`config.mk`:
```
export PLATFORM = sky130hd
export DESIGN_NAME = hazard_fwd_unit
export DESIGN_NICKNAME = d
export VERILOG_FILES = /design/src/rtl/hazard_fwd_unit.sv
export SDC_FILE = /design/constraint.sdc
export NUM_CORES = 1
export LEC_CHECK = 0
export ABC_AREA = 0
export BUFFER_PORTS_ARGS = -buffer_cell sky130_fd_sc_hd__buf_2
export CAP_MARGIN = 20
export CORE_MARGIN = 3
export CORE_UTILIZATION = 52
export CTS_BUF_LIST = sky130_fd_sc_hd__clkbuf_8 sky130_fd_sc_hd__clkbuf_16
export CTS_CLUSTER_SIZE = 20
export DETAILED_ROUTE_END_ITERATION = 8
export GPL_TIMING_DRIVEN = 0
export PLACE_DENSITY = 0.78
export RECOVER_POWER = 25
export SYNTH_ARGS = -nofsm -noshare
export SYNTH_HDL_FRONTEND = slang
export SYNTH_SLANG_ARGS = --single-unit
```
`constraint.sdc`:
```
create_clock -name clk_i -period 2.3 [get_ports clk_i]
set_input_delay 0.46 -clock clk_i [delete_from_list [all_inputs] [get_ports clk_i]]
set_output_delay 0.46 -clock clk_i [all_outputs]
set_load 0.05 [all_outputs]
```
`src/rtl/hazard_fwd_unit.sv`:
```
`default_nettype none
// ============================================================================
// hazard_fwd_unit : ID-side RAW stall/flush control and EX forwarding selects
// Revision 1.0 - initial release
// ============================================================================
module hazard_fwd_unit #(
  parameter int REG_AW  = 5,
  parameter int NUM_SRC = 2,
  parameter int FWD_EN  = 1,
  parameter int CNT_W   = 16
) (
  input  logic                      clk_i,
  input  logic                      reset_ni,
  input  logic                      id_valid_i,
  input  logic [NUM_SRC*REG_AW-1:0] id_src_addr_i,
  input  logic [NUM_SRC-1:0]        id_src_used_i,
  input  logic [REG_AW-1:0]         id_dst_addr_i,
  input  logic                      id_reg_write_i,
  input  logic                      id_mem_read_i,
  input  logic                      br_taken_i,
  output logic                      stall_o,
  output logic                      flush_o,
  output logic [2*NUM_SRC-1:0]      ex_fwd_sel_o,
  output logic [CNT_W-1:0]          stall_count_o,
  output logic [CNT_W-1:0]          flush_count_o
);

  localparam logic [CNT_W-1:0] CNT_MAX = {CNT_W{1'b1}};
  localparam logic [CNT_W-1:0] CNT_ONE = {{(CNT_W-1){1'b0}}, 1'b1};

  // A WB producer never needs a stall or a bypass (the register file writes
  // before it is read), so only the EX and MEM occupants are tracked here.
  logic                 ex_wr_q, ex_wr_d;
  logic                 ex_ld_q, ex_ld_d;
  logic [REG_AW-1:0]    ex_dst_q, ex_dst_d;
  logic                 mem_wr_q, mem_wr_d;
  logic [REG_AW-1:0]    mem_dst_q, mem_dst_d;
  logic [2*NUM_SRC-1:0] sel_q, sel_d;
  logic [CNT_W-1:0]     stall_cnt_q, flush_cnt_q;

  logic [NUM_SRC-1:0]   hit_ex;
  logic [NUM_SRC-1:0]   hit_mem;
  logic                 hazard;
  logic                 issue;

  for (genvar k = 0; k < NUM_SRC; k++) begin : g_src
    logic [REG_AW-1:0] src;
    logic              live;
    assign src        = id_src_addr_i[k*REG_AW +: REG_AW];
    assign live       = id_src_used_i[k] && (src != '0);
    assign hit_ex[k]  = live && ex_wr_q  && (ex_dst_q  == src);
    assign hit_mem[k] = live && mem_wr_q && (mem_dst_q == src);

    if (FWD_EN != 0) begin : g_fwd_sel
      assign sel_d[2*k +: 2] = !issue      ? 2'b00 :
                               hit_ex[k]   ? 2'b01 :
                               hit_mem[k]  ? 2'b10 : 2'b00;
    end else begin : g_nofwd_sel
      assign sel_d[2*k +: 2] = 2'b00;
    end
  end

  if (FWD_EN != 0) begin : g_fwd_haz
    assign hazard = (|hit_ex) && ex_ld_q;
  end else begin : g_nofwd_haz
    assign hazard = |(hit_ex | hit_mem);
  end

  // Flush wins over stall; a bubble in ID never stalls.
  assign stall_o = id_valid_i && !br_taken_i && hazard;
  assign flush_o = br_taken_i;
  assign issue   = id_valid_i && !stall_o && !br_taken_i;

  assign ex_wr_d   = issue && id_reg_write_i;
  assign ex_ld_d   = issue && id_mem_read_i;
  assign ex_dst_d  = issue ? id_dst_addr_i : '0;
  assign mem_wr_d  = ex_wr_q && !br_taken_i;
  assign mem_dst_d = ex_dst_q;

  always_ff @(posedge clk_i) begin
    if (!reset_ni) begin
      ex_wr_q     <= 1'b0;
      ex_ld_q     <= 1'b0;
      ex_dst_q    <= '0;
      mem_wr_q    <= 1'b0;
      mem_dst_q   <= '0;
      sel_q       <= '0;
      stall_cnt_q <= '0;
      flush_cnt_q <= '0;
    end else begin
      ex_wr_q   <= ex_wr_d;
      ex_ld_q   <= ex_ld_d;
      ex_dst_q  <= ex_dst_d;
      mem_wr_q  <= mem_wr_d;
      mem_dst_q <= mem_dst_d;
      sel_q     <= sel_d;
      if (stall_o && (stall_cnt_q != CNT_MAX)) begin
        stall_cnt_q <= stall_cnt_q + CNT_ONE;
      end
      if (flush_o && (flush_cnt_q != CNT_MAX)) begin
        flush_cnt_q <= flush_cnt_q + CNT_ONE;
      end
    end
  end

  assign ex_fwd_sel_o  = sel_q;
  assign stall_count_o = stall_cnt_q;
  assign flush_count_o = flush_cnt_q;

endmodule
`default_nettype wire

```
# Word level (Yosys, flattened, before mapping)
# Cells that the tools add are included.
# word_totals
register_bits,49
in_bits,23
output_inout_bits,38
# op_classes
addsub,2
n_eq_ne,6
mux,4
bitwise,2
n_reduce_logical,28
# op_table
op,n
$add 16x1->16 const B,2
$ne 16x16->1 const B,2
$eq 5x5->1,4
$logic_and 1x1->1,20
$reduce_bool 5->1,2
$reduce_or 3->1,2
$mux 2,2
$logic_not 1->1,2
$mux 1,2
$not 1->1,2
$reduce_and 2->1,1
$reduce_or 2->1,1

# Logic depth before layout (Yosys ltp)
# Gate-level depths: netlist (run 1).
# depth
ltp_word,12
depth_mapped,7
depth_no_buf,6

# Least setup slack after synthesis (run 1)
# OpenSTA, ideal clock, no wires.
# synth_timing
path_type,input -> register
startpoint,input port id_src_addr_i[1]
endpoint,register stall_cnt_q[14] (netlist: stall_count_o[14])
arrival_ps,2127
t_required_ps,2148
slack_ps,20
path_stages,6
cell_sequence,xor2_1 nor4_2 nand4b_2 a21oi_2 and4b_1 a211oi_1
# synth_between
elab_chain_cells,8
word_cells_on_any_way,9
# synth_rtl
element,line_no,source
start: declaration,15,"input logic [NUM_SRC*REG_AW-1:0] id_src_addr_i,"
$reduce_bool 5->1,50,assign live = id_src_used_i[k] && (src != '0);
$logic_and 1x1->1,50,
$logic_and 1x1->1,51,assign hit_ex[k] = live && ex_wr_q && (ex_dst_q == src);
$logic_and 1x1->1 *,51,
$reduce_or 2->1 *,64,assign hazard = (|hit_ex) && ex_ld_q;
$logic_and 1x1->1 *,64,
$logic_and 1x1->1 *,70,assign stall_o = id_valid_i && !br_taken_i && hazard;
net stall_o,21,"output logic stall_o,"
$logic_and 1x1->1 *,97,if (stall_o && (stall_cnt_q != CNT_MAX)) begin
end signal: assignment,98,stall_cnt_q <= stall_cnt_q + CNT_ONE;
end: declaration,39,"logic [CNT_W-1:0] stall_cnt_q, flush_cnt_q;"
# The timed path passes the listed nets; every way through them passes the cells marked *.
# A chain may end at the register's enable or synchronous reset.

# Worst setup path in the final report (run 1)
# layout_timing
startpoint,input port id_src_addr_i[6]
endpoint,output port stall_o
# layout_between
elab_chain_cells,7
word_cells_on_any_way,8
# layout_rtl
element,line_no
$reduce_bool 5->1,50
$logic_and 1x1->1,50
$logic_and 1x1->1,51
$logic_and 1x1->1 *,51
$reduce_or 2->1 *,64
$logic_and 1x1->1 *,64
$logic_and 1x1->1 *,70
end: declaration,21
# Mark *: on every way between the ends. The rest lies on a longest branch, timed or not.

==> run_summary.xml, run 1 <==
<?xml version="1.0" encoding="UTF-8"?>
<metrics>
  <group name="status">
    <metric name="run_status" unit="">finished clean</metric>
  </group>
  <group name="timing">
    <metric name="fin_crit" unit="ns">2.219</metric>
    <metric name="report.final.hold_viol_count" unit="">0</metric>
    <metric name="slew_viol_final" unit="">0</metric>
    <metric name="final.setup.worst_slack" unit="ns">0.08085</metric>
    <metric name="fin_crit_sh" unit="%">96.48</metric>
    <metric name="total_of_endpoints_with_negative_setup_slack_in_the_final_report" unit="">0</metric>
    <metric name="worst-slew-pin-transition" unit="ns">0.6034</metric>
    <metric name="fmaxAchievable" unit="GHz">0.4506</metric>
    <metric name="max-slew-margin-rel" unit="%">59.95</metric>
    <metric name="finalClockSkew" unit="ns">0.009323</metric>
    <metric name="rsz0062_at_grt" unit="">no</metric>
  </group>
  <group name="power">
    <metric name="power.ir.vdd_worst" unit="mV">0.3330</metric>
    <metric name="power_density" unit="nW/um^2">522.0</metric>
    <metric name="clock_power_share" unit="%">33.9</metric>
    <metric name="internal-power" unit="uW">1116</metric>
    <metric name="power.sequential.fraction" unit="%">57.8</metric>
    <metric name="p_switching" unit="uW">380.6</metric>
    <metric name="cellLeakagePower" unit="uW">0.001256</metric>
    <metric name="pwr-share-comb" unit="%">8.2</metric>
    <metric name="p_total" unit="uW">1497</metric>
    <metric name="switching_share" unit="%">25.43</metric>
  </group>
  <group name="die">
    <metric name="start_util" unit="%">56.07</metric>
    <metric name="floorplan.die.height" unit="um">73.08</metric>
    <metric name="io_pins" unit="">61</metric>
    <metric name="die_area" unit="um^2">5341</metric>
    <metric name="chipWidth" unit="um">73.08</metric>
    <metric name="core.rowCount" unit="">23</metric>
    <metric name="coreArea" unit="um^2">4173</metric>
  </group>
  <group name="global_route">
    <metric name="first_global_vias" unit="">1917</metric>
    <metric name="globalRouteTotalUtil" unit="%">19.78</metric>
    <metric name="antenna_violations_before_repair" unit="">0</metric>
    <metric name="grt_start_max_net_pins" unit="">17</metric>
    <metric name="globalRouteOverflowTotal" unit="">0</metric>
    <metric name="grt_first_pass_wirelength" unit="um">8431</metric>
  </group>
  <group name="setup_path">
    <metric name="crit_path_capture_type" unit="">output port</metric>
    <metric name="worstSetupPathType" unit="">in2out</metric>
    <metric name="critPathLaunchType" unit="">primary input</metric>
    <metric name="register_to_register_setup_slack" unit="ns">0.24</metric>
    <metric name="crit_path_max_fanout" unit="">4</metric>
    <metric name="ff2ff_path_depth" unit="">7</metric>
    <metric name="critPathArrivalTime" unit="ns">1.76</metric>
    <metric name="reg2reg_to" unit="">stall_count_o[9]</metric>
    <metric name="worst_ep_required_time" unit="ns">1.84</metric>
    <metric name="r2r_start" unit="">ex_dst_q[2]</metric>
  </group>
  <group name="place">
    <metric name="port_buffers" unit="">59</metric>
    <metric name="detailed_place_hpwl" unit="um">3706</metric>
    <metric name="pre_cts_ws" unit="ns">-0.1564</metric>
    <metric name="routabilityCongestion" unit="">0.7726</metric>
    <metric name="total_placed_cells_including_tap_cells" unit="">364</metric>
    <metric name="postPlaceCellArea" unit="um^2">2698</metric>
  </group>
  <group name="synth">
    <metric name="synth-seq-area-share" unit="%">41.93</metric>
    <metric name="syn_area" unit="um^2">2340</metric>
    <metric name="syn-num-nets" unit="">280</metric>
    <metric name="flip_flop_and_latch_count_after_synthesis" unit="">49</metric>
    <metric name="post_synth_main_area_contributors" unit="">dfxtp_1 42%, xor2_1 8.6%, xnor2_1 4.5%</metric>
    <metric name="yosys.area.top_type" unit="">dfxtp_1</metric>
    <metric name="syn_area_per_cell" unit="um^2">9.175</metric>
    <metric name="netlist_instances" unit="">255</metric>
    <metric name="ys_warn_count" unit="">0</metric>
    <metric name="synth_top_area_share" unit="%">41.93</metric>
    <metric name="synth-main-ff-cell" unit="">dfxtp_1</metric>
    <metric name="async_flop_share" unit="%">0</metric>
    <metric name="synthDistinctLibCells" unit="">40</metric>
    <metric name="synth_edf_count" unit="">0</metric>
  </group>
  <group name="clock_tree">
    <metric name="cts_buffers" unit="">5</metric>
    <metric name="cts_buffer_depth" unit="">2</metric>
    <metric name="clk_pin_slew" unit="ns">0.10</metric>
    <metric name="root_buffer" unit="">clkbuf_8</metric>
    <metric name="cts_num_sinks" unit="">49</metric>
    <metric name="cts_hold_buffers" unit="">0</metric>
    <metric name="clock_latency" unit="ns">0.30</metric>
    <metric name="cts_max_level" unit="">2</metric>
    <metric name="cts_tree" unit="">built</metric>
  </group>
  <group name="finish">
    <metric name="finalNonFillerCells" unit="">376</metric>
    <metric name="n_antenna_cell" unit="">0</metric>
    <metric name="area_growth_syn_to_layout" unit="%">22.57</metric>
    <metric name="multi_input_area" unit="um^2">1353</metric>
    <metric name="num-nets-final" unit="">350</metric>
    <metric name="ff_latch_area" unit="um^2">984.7</metric>
    <metric name="layout.cell_area.non_filler" unit="um^2">2868</metric>
    <metric name="fill_cells" unit="">358</metric>
    <metric name="ratio_of_cells_with_drive_above_1_in_the_final_layout" unit="%">22.70</metric>
    <metric name="postLayoutCoreUtil" unit="%">68.73</metric>
  </group>
  <group name="route">
    <metric name="drt_via_density" unit="">5.343</metric>
    <metric name="antenna_violating_nets_post_route" unit="">0</metric>
    <metric name="drt-wirelength-per-cell" unit="um">13.74</metric>
    <metric name="drt-initial-drc-count" unit="">94</metric>
    <metric name="totalWireLength" unit="um">5166</metric>
    <metric name="via_count" unit="">2009</metric>
    <metric name="route.detailed.drc" unit="">0</metric>
    <metric name="detail_route.first_pass.iterations" unit="">4</metric>
  </group>
  <group name="hold_path">
    <metric name="hp-class" unit="">in2reg</metric>
    <metric name="holdPathEnd" unit="">ex_dst_q[2]</metric>
    <metric name="launch_point_of_the_worst_hold_path" unit="">id_dst_addr_i[2]</metric>
    <metric name="hold_path_depth" unit="">2</metric>
  </group>
  <group name="job">
    <metric name="max_cap_viols" unit="">0</metric>
  </group>
</metrics>
-- repair_timing --
| action | CTS | global route |
|---|---|---|
| pin swaps | 1 | 5 |
| setup buffers | 1 | 3 |
| resized for setup | 6 | 7 |
| setup endpoints to repair | 1 | 1 |
| cloned | 0 | 0 |
-- power groups by stage --
stage	clock (uW)	combinational, uW	sequential (uW)
after floorplan	0	57.5	896
after global placement	0	109	885
after detailed placement	0	112	885
after CTS	523	115	866
after global routing	554	136	867
final	508	123	866
-- Yosys cell counts (3+ instances only) --
cell type,number
nor4_2,3
and2_1,13
nand4_1,9
and4_1,4
nand3_1,20
nand2b_1,7
inv_1,7
nand2_1,23
dfxtp_1,49
nor3_1,4
nor2_1,19
or4_1,3
o21ai_0,3
nor2b_1,3
a21oi_1,8
mux2i_1,8
a21o_1,3
and3_1,6
clkbuf_1,5
xor2_1,23
xnor2_1,12
-- cells by family after synthesis --
group / count (synthesis) / share of synthesized area [%]
buffers and inverters: 14 / 2.728
and+or+nand+nor: 124 / 30.48
adders and majority gates: 2 / 1.069
DFF: 49 / 41.93
xor gates and xnor gates: 35 / 13.10
AOI/OAI and AO/OA: 23 / 7.273
muxes: 8 / 3.423
-- worst max-delay path: stages --
cell	delay, ns
buf_2	0.12
or4_1	0.54
o21ai_1	0.19
nand4b_4	0.21
a21oi_4	0.08
buf_6	0.16
-- placed cells by master, fill, tap and decap left out, drive strengths merged, types with 5 or more instances in the layout --
master,synthesis,final
buf,2,50
and3,6,6
and4,5,5
nor4,5,5
clkbuf,5,25
nor2,19,19
nand2,24,24
xnor2,12,12
a21oi,10,10
mux2i,8,8
and2,13,13
dfxtp,49,49
nand4,9,9
inv,7,7
xor2,23,23
nand2b,7,7
nand3,21,21
-- worst max path at each step --
stage / from / end / slack (ns)
floorplan: id_src_addr_i[1] / stall_count_o[14] / 0.02
global placement: id_src_addr_i[6] / stall_o / -0.14
detailed placement: id_src_addr_i[6] / stall_o / -0.16
CTS: ex_dst_q[1] / stall_o / 0.02
global route: ex_dst_q[2] / stall_o / 0.03
finish: id_src_addr_i[6] / stall_o / 0.08
-- final cells by class --
type,count,area share [%]
multi-input combinational,192,47.16
sequential,49,34.34
timing repair buffer,63,10.91
clock buffer,5,2.400
tap,50,2.182
buffer,7,1.309
inverter,7,0.9162
clock inverter,3,0.7853
-- routing by layer --
layer	up-vias	share of wire [%]	global-route usage, %
met3	2	5.3	4.408
met4	0	0.45	7.377
met5	-	0	0
met1	937	46	25.30
met2	42	48	32.37
li1	1028	-	-
-- flip-flops by register name, indices dropped and copies added, names as in the netlist --
register	flops
ex_wr_q	1
ex_ld_q	1
mem_dst_q	5
ex_fwd_sel_o	4
flush_count_o	16
stall_count_o	16
mem_wr_q	1
ex_dst_q	5
-- through the flow --
stage,hold slack (ns),TNS [ns]
6_report,0.3472,0
3_3_place_gp,0.4718,-0.1540
4_1_cts,0.3437,0
3_5_place_dp,0.4734,-0.2486
5_1_grt,0.3487,0
2_1_floorplan,0.4612,0
Power figures use the tool's default switching activity.
==> inputs of run 2 (changes only) <==
--- a/config.mk
+++ b/config.mk
@@ -6,15 +6,15 @@
 export NUM_CORES = 1
 export LEC_CHECK = 0
 export ABC_AREA = 0
-export BUFFER_PORTS_ARGS = -buffer_cell sky130_fd_sc_hd__buf_2
 export CAP_MARGIN = 20
 export CORE_MARGIN = 3
-export CORE_UTILIZATION = 52
+export CORE_UTILIZATION = 55
 export CTS_BUF_LIST = sky130_fd_sc_hd__clkbuf_8 sky130_fd_sc_hd__clkbuf_16
 export CTS_CLUSTER_SIZE = 20
 export DETAILED_ROUTE_END_ITERATION = 8
+export DONT_BUFFER_PORTS = 1
 export GPL_TIMING_DRIVEN = 0
-export PLACE_DENSITY = 0.78
+export PLACE_DENSITY = 0.69
 export RECOVER_POWER = 25
 export SYNTH_ARGS = -nofsm -noshare
 export SYNTH_HDL_FRONTEND = slang
==> run 2 against run 1 <==
Against the previous run:
- cell count down 15%
- non-clock buffer count decreased by 58
- clock skew shrank 0.0044 ns
- clock power up 41%
- design area shrank 8.9%
- largest cell class unchanged
- largest power group unchanged
==> run_summary.xml, run 2 (synthesized netlist as in run 1, its figures left out) <==
<?xml version="1.0" encoding="UTF-8"?>
<metrics>
  <group name="timing">
    <metric name="worst-slew-pin-transition" unit="ns">0.6537</metric>
    <metric name="report.final.hold_viol_count" unit="">0</metric>
    <metric name="final.setup.worst_slack" unit="ns">0.007263</metric>
    <metric name="fin_crit" unit="ns">2.293</metric>
    <metric name="max-slew-margin-rel" unit="%">56.36</metric>
    <metric name="final_hold_slack" unit="ns">0.2225</metric>
    <metric name="finalClockSkew" unit="ns">0.004875</metric>
    <metric name="fin_crit_sh" unit="%">99.68</metric>
    <metric name="total_of_endpoints_with_negative_setup_slack_in_the_final_report" unit="">0</metric>
    <metric name="fmaxAchievable" unit="GHz">0.4362</metric>
    <metric name="rsz0062_at_grt" unit="">yes</metric>
    <metric name="slew_viol_final" unit="">0</metric>
  </group>
  <group name="setup_path">
    <metric name="crit_path_max_fanout" unit="">8</metric>
    <metric name="reg2reg_to" unit="">stall_count_o[8]</metric>
    <metric name="critPathLaunchType" unit="">register</metric>
    <metric name="worstSetupPathType" unit="">reg2out</metric>
    <metric name="cp_startpoint" unit="">ex_dst_q[1]</metric>
    <metric name="slowest_delay" unit="ns">0.47</metric>
    <metric name="critPathArrivalTime" unit="ns">1.83</metric>
    <metric name="ff2ff_path_depth" unit="">8</metric>
    <metric name="register_to_register_setup_slack" unit="ns">0.04</metric>
    <metric name="crit_path_capture_type" unit="">output port</metric>
    <metric name="critical_path.slowest_cell" unit="">a21oi_4</metric>
    <metric name="r2r_start" unit="">ex_dst_q[1]</metric>
    <metric name="worst_ep_required_time" unit="ns">1.84</metric>
    <metric name="ordered_list_of_cells_on_the_worst_path" unit="">xor2_1, nor4_2, nand4b_4, a21oi_4</metric>
  </group>
  <group name="hold_path">
    <metric name="holdPathEnd" unit="">mem_wr_q</metric>
    <metric name="launch_point_of_the_worst_hold_path" unit="">br_taken_i</metric>
    <metric name="hp-class" unit="">in2reg</metric>
    <metric name="hold_path_depth" unit="">1</metric>
  </group>
  <group name="place">
    <metric name="routabilityCongestion" unit="">0.7857</metric>
    <metric name="detailed_place_hpwl" unit="um">3510</metric>
    <metric name="pre_cts_ws" unit="ns">-0.1930</metric>
    <metric name="postPlaceCellArea" unit="um^2">2402</metric>
    <metric name="port_buffers" unit="">0</metric>
  </group>
  <group name="clock_tree">
    <metric name="cts_tree" unit="">built</metric>
    <metric name="cts_num_sinks" unit="">49</metric>
    <metric name="clk_pin_slew" unit="ns">0.09</metric>
    <metric name="cts_buffers" unit="">5</metric>
    <metric name="clock_latency" unit="ns">0.30</metric>
    <metric name="cts_max_level" unit="">2</metric>
    <metric name="cts_buffer_depth" unit="">2</metric>
    <metric name="root_buffer" unit="">clkbuf_8</metric>
  </group>
  <group name="route">
    <metric name="detail_route.first_pass.iterations" unit="">4</metric>
    <metric name="drt_via_density" unit="">5.566</metric>
    <metric name="route.detailed.drc" unit="">0</metric>
    <metric name="drt-initial-drc-count" unit="">68</metric>
    <metric name="totalWireLength" unit="um">4731</metric>
    <metric name="drt-wirelength-per-cell" unit="um">14.88</metric>
    <metric name="via_count" unit="">1770</metric>
    <metric name="antenna_violating_nets_post_route" unit="">0</metric>
  </group>
  <group name="finish">
    <metric name="fill_cells" unit="">354</metric>
    <metric name="n_antenna_cell" unit="">0</metric>
    <metric name="most_common_library_cell_in_the_layout_ignoring_fill_and_taps" unit="">dfxtp_1</metric>
    <metric name="postLayoutCoreUtil" unit="%">64.35</metric>
    <metric name="num-nets-final" unit="">292</metric>
    <metric name="area_growth_syn_to_layout" unit="%">11.60</metric>
    <metric name="mostFrequentLayoutCells" unit="">39 x dfxtp_1, 23 x xor2_1, 23 x nand2_1</metric>
    <metric name="ratio_of_cells_with_drive_above_1_in_the_final_layout" unit="%">13.81</metric>
    <metric name="layout.cell_area.non_filler" unit="um^2">2611</metric>
  </group>
  <group name="global_route">
    <metric name="grt_first_pass_wirelength" unit="um">7955</metric>
    <metric name="grt_start_max_net_pins" unit="">16</metric>
    <metric name="globalRouteOverflowTotal" unit="">0</metric>
    <metric name="first_global_vias" unit="">1696</metric>
    <metric name="globalRouteTotalUtil" unit="%">19.54</metric>
    <metric name="antenna_violations_before_repair" unit="">0</metric>
  </group>
  <group name="job">
    <metric name="max_cap_viols" unit="">0</metric>
  </group>
  <group name="die">
    <metric name="coreArea" unit="um^2">4058</metric>
    <metric name="core.rowCount" unit="">23</metric>
    <metric name="die_area" unit="um^2">5073</metric>
    <metric name="floorplan.die.height" unit="um">71.23</metric>
    <metric name="io_pins" unit="">61</metric>
    <metric name="start_util" unit="%">57.66</metric>
    <metric name="chipWidth" unit="um">71.23</metric>
  </group>
  <group name="power">
    <metric name="clock_power_share" unit="%">43.0</metric>
    <metric name="p_switching" unit="uW">347.3</metric>
    <metric name="cellLeakagePower" unit="uW">0.001031</metric>
    <metric name="power.ir.vdd_worst" unit="mV">0.3832</metric>
    <metric name="pwr-share-comb" unit="%">4.2</metric>
    <metric name="internal-power" unit="uW">1318</metric>
    <metric name="p_total" unit="uW">1665</metric>
    <metric name="power_density" unit="nW/um^2">637.5</metric>
    <metric name="power.sequential.fraction" unit="%">52.8</metric>
    <metric name="switching_share" unit="%">20.86</metric>
  </group>
  <group name="status">
    <metric name="run_status" unit="">finished clean</metric>
  </group>
</metrics>
## run 2: changes by cell type in the layout (fill, tap and decap cells not counted), sizes merged
| cell | delta |
|---|---|
| clkbuf | -14 |
| clkinv | +1 |
| bufinv | +2 |
| buf | -44 |
| clkinvlp | -3 |
## run 2: per-stage QoR
| step | instances | setup TNS, ns |
|---|---|---|
| final | 318 | 0 |
| after global routing | 318 | -0.4181 |
| after CTS | 315 | -0.04008 |
| after detailed placement | 305 | -1.618 |
| after global placement | 305 | -1.155 |
| after floorplan | 255 | 0 |
## run 2: critical path, delay by kind of cell, from the launching register on
kind / cells / cell delay, ns
compound gates: 1 / 0.47
flops: 1 / 0.35
simple gates: 2 / 0.56
xor+xnor: 1 / 0.15
## run 2: metal layers
| layer | vias up | wire length, um | GRT usage [%] |
|---|---|---|---|
| met4 | 0 | 66 | 6.889 |
| li1 | 916 | - | - |
| met2 | 43 | 2178 | 29.90 |
| met1 | 804 | 2159 | 25.89 |
| met3 | 7 | 326 | 6.452 |
| met5 | - | 0 | 0 |
## run 2: layout make-up
class,instances,area [um^2],share of cell area [%]
multi-input cells,192,1320,50.55
clock buffers,5,68.82,2.635
clock inverters,3,65.06,2.492
inverters,7,26.28,1.006
repair buffers,5,41.29,1.581
plain buffers,7,33.78,1.294
flip-flops and latches,49,993.5,38.05
well taps,50,62.56,2.396
## run 2: timing repair
action	in CTS	in global routing
cloned	0	1
setup endpoints to repair	17	10
hold buffers	0	0
pin swaps	6	7
setup buffers	2	2
gates resized for setup	11	7
## run 2: worst max-delay path by stage
stage	endpoint	slack, ns	depth (start not counted)
after global routing	stall_count_o[8]	-0.08	8
final	stall_o	0.007	4
after CTS	stall_o	-0.04	4
after detailed placement	stall_count_o[14]	-0.19	6
after global placement	stall_count_o[14]	-0.15	6
after floorplan	stall_count_o[14]	0.02	6
## run 2: power by group through the flow
| stage | sequential (uW) | combinational, uW | clock (uW) |
|---|---|---|---|
| floorplan | 896 | 57.5 | 0 |
| CTS | 879 | 72.3 | 731 |
| global placement | 898 | 67.0 | 0 |
| detailed placement | 898 | 69.3 | 0 |
| finish | 879 | 70.4 | 716 |
| global route | 880 | 79.6 | 765 |
==> inputs of run 3 (changes only) <==
--- a/config.mk
+++ b/config.mk
@@ -14,8 +14,9 @@
 export DETAILED_ROUTE_END_ITERATION = 8
 export DONT_BUFFER_PORTS = 1
 export GPL_TIMING_DRIVEN = 0
-export PLACE_DENSITY = 0.69
-export RECOVER_POWER = 25
+export HOLD_SLACK_MARGIN = 0.02
+export PLACE_DENSITY = 0.7
+export RECOVER_POWER = 100
 export SYNTH_ARGS = -nofsm -noshare
 export SYNTH_HDL_FRONTEND = slang
 export SYNTH_SLANG_ARGS = --single-unit
==> run 3 against run 2 <==
Against the previous run:
- die area did not move
- hold slack improved by 0.0020 ns
- power rose by 0.14%
- critical endpoint unchanged
- largest cell class unchanged
==> run_summary.xml, run 3 (synthesized netlist as in run 1, its figures left out) <==
<?xml version="1.0" encoding="UTF-8"?>
<metrics>
  <group name="route">
    <metric name="via_count" unit="">1802</metric>
    <metric name="antenna_violating_nets_post_route" unit="">0</metric>
    <metric name="drt-wirelength-per-cell" unit="um">14.73</metric>
    <metric name="drt-initial-drc-count" unit="">43</metric>
    <metric name="route.detailed.drc" unit="">0</metric>
    <metric name="detail_route.first_pass.iterations" unit="">4</metric>
    <metric name="totalWireLength" unit="um">4684</metric>
    <metric name="drt_via_density" unit="">5.667</metric>
  </group>
  <group name="global_route">
    <metric name="grt_start_max_net_pins" unit="">16</metric>
    <metric name="antenna_violations_before_repair" unit="">0</metric>
    <metric name="grt_first_pass_wirelength" unit="um">7783</metric>
    <metric name="first_global_vias" unit="">1689</metric>
    <metric name="globalRouteTotalUtil" unit="%">19.12</metric>
    <metric name="globalRouteOverflowTotal" unit="">0</metric>
  </group>
  <group name="power">
    <metric name="power.sequential.fraction" unit="%">52.7</metric>
    <metric name="p_switching" unit="uW">347.6</metric>
    <metric name="power_density" unit="nW/um^2">626.1</metric>
    <metric name="cellLeakagePower" unit="uW">0.001050</metric>
    <metric name="internal-power" unit="uW">1319</metric>
    <metric name="clock_power_share" unit="%">42.7</metric>
    <metric name="power.ir.vdd_worst" unit="mV">0.5064</metric>
    <metric name="pwr-share-comb" unit="%">4.6</metric>
    <metric name="switching_share" unit="%">20.85</metric>
  </group>
  <group name="status">
    <metric name="run_status" unit="">finished clean</metric>
  </group>
  <group name="timing">
    <metric name="finalClockSkew" unit="ns">0.008463</metric>
    <metric name="final_hold_slack" unit="ns">0.2244</metric>
    <metric name="total_of_endpoints_with_negative_setup_slack_in_the_final_report" unit="">0</metric>
    <metric name="worst-slew-pin-transition" unit="ns">0.6595</metric>
    <metric name="report.final.hold_viol_count" unit="">0</metric>
    <metric name="final.setup.worst_slack" unit="ns">0.06489</metric>
    <metric name="slew_viol_final" unit="">0</metric>
    <metric name="fin_crit" unit="ns">2.235</metric>
    <metric name="rsz0062_at_grt" unit="">yes</metric>
    <metric name="fmaxAchievable" unit="GHz">0.4474</metric>
    <metric name="max-slew-margin-rel" unit="%">55.98</metric>
    <metric name="fin_crit_sh" unit="%">97.18</metric>
  </group>
  <group name="setup_path">
    <metric name="critPathLaunchType" unit="">register</metric>
    <metric name="worstSetupPathType" unit="">reg2out</metric>
    <metric name="r2r_start" unit="">flush_count_o[2]</metric>
    <metric name="crit_path_capture_type" unit="">output port</metric>
    <metric name="reg2reg_to" unit="">flush_count_o[10]</metric>
    <metric name="critPathArrivalTime" unit="ns">1.78</metric>
    <metric name="worst_ep_required_time" unit="ns">1.84</metric>
    <metric name="critical_path.slowest_cell" unit="">a21oi_4</metric>
    <metric name="ff2ff_path_depth" unit="">6</metric>
    <metric name="ordered_list_of_cells_on_the_worst_path" unit="">xor2_1, nor4_4, nand4b_4, a21oi_4</metric>
    <metric name="slowest_delay" unit="ns">0.47</metric>
    <metric name="crit_path_max_fanout" unit="">8</metric>
    <metric name="register_to_register_setup_slack" unit="ns">0.13</metric>
  </group>
  <group name="clock_tree">
    <metric name="cts_tree" unit="">built</metric>
    <metric name="cts_max_level" unit="">2</metric>
    <metric name="cts_hold_buffers" unit="">0</metric>
    <metric name="root_buffer" unit="">clkbuf_8</metric>
    <metric name="cts_num_sinks" unit="">49</metric>
    <metric name="cts_buffer_depth" unit="">2</metric>
    <metric name="clk_pin_slew" unit="ns">0.09</metric>
    <metric name="clock_latency" unit="ns">0.30</metric>
    <metric name="cts_buffers" unit="">5</metric>
  </group>
  <group name="place">
    <metric name="total_placed_cells_including_tap_cells" unit="">305</metric>
    <metric name="routabilityCongestion" unit="">0.8054</metric>
    <metric name="pre_cts_ws" unit="ns">-0.1862</metric>
    <metric name="port_buffers" unit="">0</metric>
    <metric name="detailed_place_hpwl" unit="um">3463</metric>
    <metric name="postPlaceCellArea" unit="um^2">2402</metric>
  </group>
  <group name="finish">
    <metric name="postLayoutCoreUtil" unit="%">65.62</metric>
    <metric name="most_common_library_cell_in_the_layout_ignoring_fill_and_taps" unit="">dfxtp_1</metric>
    <metric name="mostFrequentLayoutCells" unit="">36 x dfxtp_1, 23 x nand2_1, 20 x xor2_1, 20 x nand3_1, 19 x nor2_1</metric>
    <metric name="layout.cell_area.non_filler" unit="um^2">2663</metric>
    <metric name="finalNonFillerCells" unit="">318</metric>
    <metric name="num-nets-final" unit="">292</metric>
    <metric name="area_growth_syn_to_layout" unit="%">13.80</metric>
    <metric name="n_antenna_cell" unit="">0</metric>
    <metric name="ratio_of_cells_with_drive_above_1_in_the_final_layout" unit="%">16.04</metric>
    <metric name="fill_cells" unit="">355</metric>
  </group>
  <group name="die">
    <metric name="io_pins" unit="">61</metric>
    <metric name="die_area" unit="um^2">5073</metric>
    <metric name="floorplan.die.height" unit="um">71.23</metric>
    <metric name="coreArea" unit="um^2">4058</metric>
    <metric name="chipWidth" unit="um">71.23</metric>
    <metric name="core.rowCount" unit="">23</metric>
    <metric name="start_util" unit="%">57.66</metric>
  </group>
  <group name="hold_path">
    <metric name="holdPathEnd" unit="">mem_wr_q</metric>
    <metric name="hp-class" unit="">in2reg</metric>
    <metric name="launch_point_of_the_worst_hold_path" unit="">br_taken_i</metric>
    <metric name="hold_path_depth" unit="">1</metric>
  </group>
  <group name="job">
    <metric name="max_cap_viols" unit="">0</metric>
  </group>
</metrics>
[run 3: cell counts in the layout (fill, tap and decap cells not counted)]
Identical to the previous run, type by type.
[run 3: timing repair]
item | CTS | global route
gates resized for setup | 11 | 12
buffers inserted | 2 | 3
pin swaps | 6 | 6
setup endpoints to repair | 17 | 12
[run 3: final cells by class]
class / instances / area, um^2 / share of cell area, %
multi-input cells: 192 / 1369 / 51.41
flip-flops and latches: 49 / 999.7 / 37.55
clock buffers: 5 / 68.82 / 2.585
clock inverters: 3 / 65.06 / 2.444
well taps: 50 / 62.56 / 2.350
repair buffers: 5 / 37.54 / 1.410
plain buffers: 7 / 33.78 / 1.269
inverters: 7 / 26.28 / 0.9868
[run 3: critical path, delay by kind of cell, from the launching register on]
kind             cells  cell delay [ns]
flip-flops           1             0.35
AND/OR/NAND/NOR      2             0.47
XOR/XNOR             1             0.19
AO/OA/AOI/OAI        1             0.47
[run 3: worst max path at each step]
stage	cells after the start	endpoint	startpoint	slack, ns
CTS	4	stall_o	ex_dst_q[2]	-0.009
floorplan	6	stall_count_o[14]	id_src_addr_i[1]	0.02
finish	4	stall_o	ex_dst_q[4]	0.06
global route	4	stall_o	ex_dst_q[4]	-0.05
global placement	6	stall_count_o[14]	id_src_addr_i[1]	-0.15
detailed placement	6	stall_count_o[9]	stall_count_o[2]	-0.19
[run 3: power groups by stage]
stage / sequential (uW) / clock (uW) / combinational (uW)
floorplan: 896 / 0 / 57.5
global placement: 898 / 0 / 66.8
global route: 879 / 758 / 86.1
detailed placement: 898 / 0 / 68.4
finish: 878 / 712 / 77.3
CTS: 879 / 728 / 71.4
[run 3: through the flow]
step                power, uW  setup TNS, ns
finish                   1667              0
global route             1724       -0.04702
floorplan               953.2              0
detailed placement      966.5         -1.891
CTS                      1678      -0.008996
global placement        964.8         -1.157
[run 3: metal layers]
metal	routed length [um]	vias up	track usage (%)
met4	62	0	7.516
met1	2129	833	25.27
met3	365	8	6.311
met2	2126	47	28.98
li1	-	914	-
met5	0	-	0
